[src/rtl/btn_hold_detect.sv]
// Multi-channel button conditioner on the 32 kHz always-on clock: synchronise,
// debounce press/release, time long holds and emit short/long/release pulses.
module btn_hold_detect #(
  parameter int unsigned CH_NUM      = 4,
  parameter int unsigned CNT_W       = 9,
  parameter int unsigned DEB_CYC     = 32,
  parameter int unsigned LONG_CYC    = 511,
  parameter int unsigned ACTIVE_HIGH = 1
) (
  input  logic              i_clk_32k,
  input  logic              i_rst_n,
  input  logic [CH_NUM-1:0] i_btn,
  input  logic [CH_NUM-1:0] i_ch_en,
  output logic [CH_NUM-1:0] o_btn_level,
  output logic [CH_NUM-1:0] o_long_level,
  output logic [CH_NUM-1:0] o_short_pulse,
  output logic [CH_NUM-1:0] o_long_pulse,
  output logic [CH_NUM-1:0] o_rel_pulse
);

  typedef enum logic [2:0] {
    S_IDLE  = 3'd0,
    S_DEB_P = 3'd1,
    S_HELD  = 3'd2,
    S_LONG  = 3'd3,
    S_DEB_R = 3'd4
  } state_t;

  localparam logic [CNT_W-1:0] DEB_LAST  = CNT_W'(DEB_CYC - 1);
  localparam logic [CNT_W-1:0] LONG_LAST = CNT_W'(LONG_CYC - 1);
  localparam logic [CNT_W-1:0] CNT_ONE   = CNT_W'(1);
  localparam logic             IDLE_PIN  = (ACTIVE_HIGH == 0) ? 1'b1 : 1'b0;

  logic [CH_NUM-1:0] r_sync1;
  logic [CH_NUM-1:0] r_sync2;
  logic [CH_NUM-1:0] w_pressed;

  // Two-flop synchroniser, reset to the released pin level
  always_ff @(posedge i_clk_32k or negedge i_rst_n) begin
    if (!i_rst_n) begin
      r_sync1 <= {CH_NUM{IDLE_PIN}};
      r_sync2 <= {CH_NUM{IDLE_PIN}};
    end else begin
      r_sync1 <= i_btn;
      r_sync2 <= r_sync1;
    end
  end

  assign w_pressed = r_sync2 ^ {CH_NUM{IDLE_PIN}};

  for (genvar g = 0; g < CH_NUM; g++) begin : g_ch
    state_t           r_state;
    logic [CNT_W-1:0] r_cnt;
    logic             r_from_long;
    logic             r_level;
    logic             r_long;
    logic             r_short;
    logic             r_longp;
    logic             r_rel;

    // Per-channel debounce / hold FSM; pulses default low every cycle
    always_ff @(posedge i_clk_32k or negedge i_rst_n) begin
      if (!i_rst_n) begin
        r_state     <= S_IDLE;
        r_cnt       <= '0;
        r_from_long <= 1'b0;
        r_level     <= 1'b0;
        r_long      <= 1'b0;
        r_short     <= 1'b0;
        r_longp     <= 1'b0;
        r_rel       <= 1'b0;
      end else begin
        r_short <= 1'b0;
        r_longp <= 1'b0;
        r_rel   <= 1'b0;
        if (!i_ch_en[g]) begin
          r_state     <= S_IDLE;
          r_cnt       <= '0;
          r_from_long <= 1'b0;
          r_level     <= 1'b0;
          r_long      <= 1'b0;
        end else begin
          case (r_state)
            S_IDLE: begin
              if (w_pressed[g]) begin
                r_state <= S_DEB_P;
                r_cnt   <= CNT_ONE;
              end else begin
                r_cnt <= '0;
              end
            end
            S_DEB_P: begin
              if (!w_pressed[g]) begin
                r_state <= S_IDLE;
                r_cnt   <= '0;
              end else if (r_cnt == DEB_LAST) begin
                r_state <= S_HELD;
                r_cnt   <= '0;
                r_level <= 1'b1;
              end else begin
                r_cnt <= r_cnt + CNT_ONE;
              end
            end
            S_HELD: begin
              if (!w_pressed[g]) begin
                r_state     <= S_DEB_R;
                r_cnt       <= CNT_ONE;
                r_from_long <= 1'b0;
              end else if (r_cnt == LONG_LAST) begin
                r_state <= S_LONG;
                r_long  <= 1'b1;
                r_longp <= 1'b1;
              end else begin
                r_cnt <= r_cnt + CNT_ONE;
              end
            end
            S_LONG: begin
              if (!w_pressed[g]) begin
                r_state     <= S_DEB_R;
                r_cnt       <= CNT_ONE;
                r_from_long <= 1'b1;
              end
            end
            S_DEB_R: begin
              if (w_pressed[g]) begin
                // A bounce from a short hold restarts the long-hold timer
                if (r_from_long) begin
                  r_state <= S_LONG;
                end else begin
                  r_state <= S_HELD;
                  r_cnt   <= '0;
                end
              end else if (r_cnt == DEB_LAST) begin
                r_state <= S_IDLE;
                r_cnt   <= '0;
                r_level <= 1'b0;
                r_long  <= 1'b0;
                r_rel   <= 1'b1;
                r_short <= ~r_from_long;
              end else begin
                r_cnt <= r_cnt + CNT_ONE;
              end
            end
            default: begin
              r_state <= S_IDLE;
              r_cnt   <= '0;
            end
          endcase
        end
      end
    end

    assign o_btn_level[g]   = r_level;
    assign o_long_level[g]  = r_long;
    assign o_short_pulse[g] = r_short;
    assign o_long_pulse[g]  = r_longp;
    assign o_rel_pulse[g]   = r_rel;
  end

endmodule
[config.mk]
export PLATFORM = sky130hd
export DESIGN_NAME = btn_hold_detect
export DESIGN_NICKNAME = d
export VERILOG_FILES = /design/src/rtl/btn_hold_detect.sv
export SDC_FILE = /design/constraint.sdc
export NUM_CORES = 1
export LEC_CHECK = 0
export ABC_AREA = 1
export BUFFER_PORTS_ARGS = -buffer_cell sky130_fd_sc_hd__buf_2
export CELL_PAD_IN_SITES_DETAIL_PLACEMENT = 2
export CELL_PAD_IN_SITES_GLOBAL_PLACEMENT = 2
export CORE_AREA = 2 2 132 134
export DETAILED_ROUTE_END_ITERATION = 10
export DIE_AREA = 0 0 134 136
export GPL_TIMING_DRIVEN = 0
export PLACE_DENSITY_LB_ADDON = 0.1
export SYNTH_ARGS = -nofsm -noshare
export SYNTH_HDL_FRONTEND = slang
export SYNTH_SLANG_ARGS = --single-unit
export TNS_END_PERCENT = 10
[constraint.sdc]
create_clock -name i_clk_32k -period 1.3 [get_ports i_clk_32k]
set_input_delay 0.065 -clock i_clk_32k [delete_from_list [all_inputs] [get_ports i_clk_32k]]
set_output_delay 0.065 -clock i_clk_32k [all_outputs]
set_load 0.005 [all_outputs]
==> impl_results.md, run 1 <==
* Outcome: finished, violations left
* Failing checks: setup timing
* Synthesized area per cell at 6.88 µm²
* GR Overflow Total at 0
* WHS Endpoint: g_ch[3].r_cnt[2]
* Synth Register Bits at 80
* Flop-to-flop setup slack at -0.31 ns
* All-Layer GR Usage at 19.2%
* Worst Setup End Kind: flop
* Cell area power density at 1260 mW/mm²
* Largest family of logic cells by synthesized area: simple AND/OR/NAND/NOR gates
* Top cell type's share of synthesized area at 38.1%
* Met3 routed WL at 305 µm
* Hold path cells at 3
* Top post-synthesis cells by area: dfrtp_1 (38%), nand2_1 (18%), inv_1 (7.7%), nand3_1 (6.5%), nor2_1 (4.3%)
* Initial antenna violation count at 0
* Area delta synth->final at 34.3%
* Worst r2r dst: g_ch[0].r_level
* Core area at 0.0169 mm²
* Slowest Stage Delay on Critical Path at roughly 0.4 ns
* Post-synthesis compound-gate area fraction at 8.68%
* Total wire length at 17600 µm
* Maximum clock frequency at 621 MHz
* Critical path buffer and inverter count at 2
* Critical Path RT at between 1.5 and 2 ns
* Drt initial violations at 142
* Critical path's top delay family: simple AND/OR/NAND/NOR gates
* CP max stage cell: dfrtp_1
* Post-route setup slack at -0.309 ns
* Number of buffers created by CTS at 9
* Hold crit path type: in2reg
* Peak VDD IR at approximately 0.64 mV
* Met1 WL at 7630 µm
* Ratio of cells with drive above 1 in the final layout at 34.1%
* Xor/xnor cell area share of the yosys netlist at less than 1%
* Max Cap Viol at 0
* Post-route ant nets at 0
* Nets@finish at around 900
* CTS sink count at 80
* DRT Pass-1 Iters at 4
* Synthesized area at 0.00525 mm²
* YS warnings at 0
* WL/cell at 16.2 µm
* Die Y at about 140 µm
* Tcrit/Tclk final at 124%
* Adder-cell share of the synthesized area at 1.91%
* Port Buf Inserts at 27
* Measured slew at the worst slew-check pin at 0.475 ns
* Post-DP HPWL at 11700 µm
* Die area at 0.0182 mm²
* Die width at 134 µm
* Worst Path Max Fanout at 4
* # IOs at 30
* Hold WS at 0.0442 ns
* Final Hold Fails at 0
* Slew headroom at around two thirds
* Leak pwr at roughly 3.7 nW
* Final min period at 1.61 ns
* Final Instance Count excl. Fillers at 1086
* Hold_sp: i_ch_en[3]
* Top routing layer in use: met4
* Total power at 8.91 mW
* Cell area after layout at about 0.007 mm²
* Post-synth top area cell: dfrtp_1
* Largest net degree at the start of global routing at 57
* Clock Path Buffers at 2
* Top cell by count, worst path: nand2_1
* Routed vias/inst at 4.89
* Routed via count at 5312
* Pre-CTS setup slack at -0.570 ns
* Critical R2R Launch: g_ch[0].r_cnt[0]
* Synth cell types at 33
* Post-synth EDFFs at 0
* Num rows at 48
* Placed inst area at 0.00572 mm²
* Root Buffer: clkbuf_16
* Startpoint types: flop
* Multiplexer share of the synthesized area at 0.381%
* Diode count at 0
* H-Tree Depth at 3
* Clock Skew at 0.0136 ns
* Drc violations at 0
* Cell Chain, Critical Path: ha_2, inv_2, nor2_4, nand4_1, buf_4, nand2_4, nand2_2, nand2_1, nand2_1, nand2_1, nand2_1
* GP Congestion at 0.814
* Most numerous cell in the Yosys netlist: nand2_1
* Top post-synthesis cells by count: nand2_1 (252), inv_1 (107), dfrtp_1 (80)
* Starting Density at 31.1%
* Post-synthesis sequential area ratio at a little under two fifths
* CP Class: reg2reg
* Global-route wire length before repair at roughly 28000 µm
* Syn_nets at 781
* Placed cells at 1016
* Vias in the first global route at 5771
* Clock-pin slew on the worst setup and hold paths at 0.07 ns
* Ys flop type: dfrtp_1
* CTS tree: done
* Gate Count Post-Synth at around 760
* RSZ-0062 raised after global routing: yes
* Worst-Skew Late Latency at 0.35 ns
* Filler cells at 1969
* Final Max Slew Viols at 0
* Async S/R FF share, synth at 100%
* FF-to-FF path depth at 11
* Detail Route met2 WL at approximately 9500 µm
* Simple-gate share of the synthesized area at 38.5%
* # setup viols final at 61
* WP data arrival at 1.85 ns
cell type report:
class | instances | area [µm²] | share of cell area (%)
clock buffers | 11 | 253 | 3.59
multi-input cells | 540 | 3170 | 45.0
repair buffers | 83 | 638 | 9.05
plain buffers | 27 | 196 | 2.79
clock inverters | 5 | 36.3 | 0.515
flip-flops and latches | 80 | 2020 | 28.7
well taps | 225 | 282 | 3.99
inverters | 115 | 452 | 6.41
worst max-delay path by stage:
stage	from	endpoint	depth (start not counted)	slack, ns
final	g_ch[0].r_cnt[0]	g_ch[0].r_level	11	-0.31
after global routing	g_ch[2].r_cnt[0]	g_ch[2].r_state[2]	8	-0.40
after CTS	g_ch[3].r_cnt[0]	g_ch[3].r_cnt[2]	11	-0.31
after detailed placement	g_ch[0].r_cnt[1]	g_ch[0].r_cnt[3]	10	-0.57
after global placement	i_rst_n	r_sync1[0]	1	-0.69
after floorplan	g_ch[3].r_cnt[0]	g_ch[3].r_cnt[7]	10	-0.12
where the power goes:
group          internal [mW]  switching, mW  leakage, nW  total (mW)
logic                   1.21           1.99         2.51        3.20
clock network           1.41           1.13        0.146        2.55
registers               2.77          0.392         1.06        3.16
total                   5.39           3.52         3.72        8.91
state kept, by name, indices dropped and copies added (netlist names):
register,cells
g_ch.r_longp,4
r_sync2,4
g_ch.r_cnt,36
r_sync1,4
g_ch.r_state,12
g_ch.r_level,4
g_ch.r_from_long,4
g_ch.r_short,4
g_ch.r_rel,4
g_ch.r_long,4
repair_timing:
item	in CTS	in global routing
pin swaps	35	30
setup endpoints to repair	65	67
hold buffers	5	0
setup buffers	27	23
gates resized for setup	112	74
hold endpoints to repair	28	0
per-stage QoR:
stage / util (%) / TNS, ns
after floorplan: - / -3.83
after global placement: 33.7 / -76.23
after detailed placement: 33.9 / -25.34
after CTS: 39.4 / -13.39
after global routing: 41.8 / -19.31
final: 41.8 / -12.89
tightest hold or removal path: cells and delay by family:
family | cells | cell delay [ns]
AND/OR/NAND/NOR | 2 | 0.12
buffers and inverters | 1 | 0.15
placed cells by master (no fill, tap or decap), drive strengths merged, types with 4 or more instances in the layout:
| cell type | count |
|---|---|
| a21oi | 25 |
| a31oi | 4 |
| buf | 105 |
| clkbuf | 11 |
| dfrtp | 80 |
| dlygate4sd3 | 5 |
| ha | 8 |
| inv | 117 |
| nand2 | 266 |
| nand3 | 72 |
| nand4 | 11 |
| nor2 | 74 |
| nor3 | 14 |
| o21ai | 42 |
| o21bai | 4 |
| o31ai | 5 |
| or2 | 4 |
cell families (layout without fill, tap and decap cells):
| kind of cell | Yosys count | count (layout) |
|---|---|---|
| compound gates | 82 | 82 |
| xor+xnor | 3 | 3 |
| fa+ha+maj | 8 | 8 |
| buf+inv | 143 | 241 |
| flops | 80 | 80 |
| mux | 2 | 2 |
| simple gates | 445 | 445 |
routing by layer:
layer	vias up	global-route usage [%]
met5	-	0
met4	0	4.73
met3	16	2.68
met2	47	36.3
met1	2668	22.7
li1	2581	-
Note: power is estimated with default switching activity, not from simulation.
==> inputs of run 2 (changes only) <==
BUFFER_PORTS_ARGS = not set   (was -buffer_cell sky130_fd_sc_hd__buf_2)
CORE_AREA = 2 2 130 132   (was 2 2 132 134)
DIE_AREA = 0 0 132 134   (was 0 0 134 136)
DONT_BUFFER_PORTS = 1   (was not set)
==> run 2 against run 1 <==
Against the previous run:
- the run ends with hold timing, setup timing left
- die area fell by 2.9%
- utilization is 2.2 points lower
- sequential cell count unchanged
- global-route usage shrank 0.11 points
- clock-buffer cell count is 1 higher
- clock skew down 0.0081 ns
- largest power group is now registers
- critical endpoint is now g_ch[3].r_cnt[4]
- critical path type unchanged
- wire length decreased by 8.0%
==> impl_results.md, run 2 (synthesis results as in run 1) <==
* Flop-to-flop setup slack at -0.38 ns (-0.07 ns)
* Die area at 0.0177 mm² (-2.9%)
* Starting Density at 32.2% (+1.1 points)
* Critical R2R Launch: g_ch[3].r_cnt[0]
* Vias in the first global route at 5623 (-2.6%)
* Comb power frac at 33.9% (-2.1 points)
* Post-route setup slack at -0.384 ns (-0.0745 ns)
* Diode count at 0 (unchanged)
* H-Tree Depth at 3 (unchanged)
* Num rows at 47 (-2.1%)
* M3 GR Usage at 2.23% (-0.45 points)
* Clock Path Buffers at 2 (unchanged)
* All-Layer GR Usage at 19.1% (-0.11 points)
* Critical Path RT at 1.54 ns (about the same)
* Int Pwr at 5.21 mW (-3.4%)
* CP Class: reg2reg
* Post-DP HPWL at 11500 µm (-1.7%)
* GR Overflow Total at 0 (unchanged)
* Max Cap Viol at 0 (unchanged)
* Worst Path Max Fanout at 6 (+2)
* Area of the multi-input gates at 0.00300 mm² (-5.3%)
* Most frequent cells in the layout: nand2_1 (232), inv_1 (98), dfrtp_1 (65), nand3_1 (63), nor2_1 (45)
* Slew headroom at 65.2% (-3.1 points)
* Die Y at 134 µm (-1.5%)
* Largest Register: g_ch.r_cnt
* RSZ-0062 raised after global routing: yes
* Number of buffers created by CTS at 9 (unchanged)
* Cell area power density at 1310 mW/mm² (+3.9%)
* Hold crit path type: in2async
* Maximum clock frequency at 594 MHz (-4.4%)
* Flop pwr share at 37.0% (+1.5 points)
* Routed via count at 5012 (-5.6%)
* Core area at 0.0163 mm² (-3.5%)
* Crit path launch: g_ch[3].r_cnt[0]
* Final min period at 1.68 ns (+0.0745 ns)
* Drc violations at 0 (unchanged)
* WL/cell at 15.9 µm (-2.3%)
* CTS tree: done
* GP Congestion at 0.780 (-4.1%)
* Setup crit end: g_ch[3].r_cnt[4]
* Largest regs: g_ch.r_cnt x36, g_ch.r_state x12
* Post-route ant nets at 0 (unchanged)
* Die width at 132 µm (-1.5%)
* Total power at 8.47 mW (-4.9%)
* Leak pwr at 3.35 nW (-10%)
* Startpoint types: flop
* Drt initial violations at 135 (-4.9%)
* Worst Setup End Kind: flop
* Clock Skew at 0.00550 ns (-0.00815 ns)
* Placed cells at 983 (-3.2%)
* Commonest non-fill, non-tap cell in the layout: nand2_1
* Filler cells at 1954 (-0.76%)
* Final Max Slew Viols at 0 (unchanged)
* # IOs at 30 (unchanged)
* Hold WS at -0.591 ns (-0.635 ns)
* # hold bufs at CTS at 4 (-1)
* Measured slew at the worst slew-check pin at 0.518 ns (+0.0428 ns)
* Core Util, Final at 39.6% (-2.2 points)
* GR peak layer: met2
* Routed vias/inst at 4.90 (+0.16%)
* Initial antenna violation count at 0 (unchanged)
* Tcrit/Tclk final at 130% (+5.7 points)
* CTS sink count at 80 (unchanged)
* Met1 Usage GRT at 23.1% (+0.35 points)
* Total wire length at 16200 µm (-8.0%)
* Nets@finish at 817 (-6.5%)
* Final Instance Count excl. Fillers at 1023 (-5.8%)
* Routing usage on met2 at 35.7% (-0.65 points)
* Clock-pin slew on the worst setup and hold paths at 0.06 ns (about the same)
* # setup viols final at 60 (-1.6%)
* Final Hold Fails at 80 (+80)
* Area delta synth->final at 22.9%
* Final setup TNS at -14.32 ns (-1.43 ns)
* FF-to-FF path depth at 11 (unchanged)
* Seq. cell area at 0.00202 mm² (about the same)
* Outcome: finished, violations left
* Sw Ratio at 38.5% (-0.94 points)
* Worst-Skew Late Latency at 0.34 ns (about the same)
* Root Buffer: clkbuf_16
* Peak VDD IR at 0.581 mV (-9.3%)
* Largest net degree at the start of global routing at 81 (+42%)
* Clk pwr share at 29.1% (+0.5 points)
* Port Buf Inserts at 0 (-100%)
* WP data arrival at 1.92 ns (+0.07 ns)
* Flip-flop count of the largest register after layout at 36 (unchanged)
* Global-route wire length before repair at 27700 µm (-1.9%)
* Ratio of cells with drive above 1 in the final layout at 24.0% (-10 points)
* DRT Pass-1 Iters at 4 (unchanged)
* Worst r2r dst: g_ch[3].r_cnt[4]
* Failing checks: hold timing, setup timing
* P_sw at 3.27 mW (-7.2%)
run 2: layer usage:
metal / vias up / part of all wire [%]
met5: - / 0
met4: 0 / 1.1
met3: 12 / 1.3
met2: 28 / 53
met1: 2512 / 45
li1: 2460 / -
run 2: cell type report:
class | instances | share of cell area (%)
Clock inverter | 3 | 0.271
Buffer | 28 | 2.99
Sequential cell | 80 | 31.3
Clock buffer | 12 | 3.98
Inverter | 115 | 6.85
Timing Repair Buffer | 25 | 3.80
Tap cell | 220 | 4.27
Multi-Input combinational cell | 540 | 46.5
run 2: worst max-delay path: stages (launching register included):
cell	delay [ns]
dfrtp_1	0.40
inv_1	0.06
ha_2	0.18
nand2_2	0.08
nor2_4	0.05
nand2_4	0.09
nor2_4	0.05
buf_6	0.12
nor3_4	0.31
nand2_1	0.12
nand2_1	0.07
inv_1	0.04
run 2: repair_timing:
item / 4_1_cts / 5_1_grt
resized for setup: 64 / 56
hold endpoints to repair: 84 / 80
setup buffers: 14 / 7
setup endpoints to repair: 65 / 67
pin swaps: 17 / 22
run 2: through the flow:
step | setup slack (ns) | area, µm²
2_1_floorplan | -0.124 | 5270
3_3_place_gp | -0.522 | 5550
3_5_place_dp | -0.560 | 5550
4_1_cts | -0.358 | 6190
5_1_grt | -0.492 | 6450
6_report | -0.384 | 6450
run 2: worst min path at each step:
| stage | from | to | slack, ns |
|---|---|---|---|
| 2_1_floorplan | i_rst_n | g_ch[0].r_cnt[0] | -0.23 |
| 3_3_place_gp | i_rst_n | g_ch[1].r_longp | -0.23 |
| 3_5_place_dp | i_rst_n | g_ch[1].r_cnt[8] | -0.23 |
| 4_1_cts | i_rst_n | g_ch[1].r_long | -0.60 |
| 5_1_grt | i_rst_n | g_ch[1].r_longp | -0.61 |
| 6_report | i_rst_n | g_ch[1].r_longp | -0.59 |
run 2: power by group through the flow:
stage          clock (mW)  sequential (mW)  combinational (mW)
2_1_floorplan           0             3.02                1.80
3_3_place_gp            0             3.08                2.28
3_5_place_dp            0             3.10                2.39
4_1_cts              2.56             3.09                2.61
5_1_grt              2.63             3.18                3.24
6_report             2.46             3.13                2.88
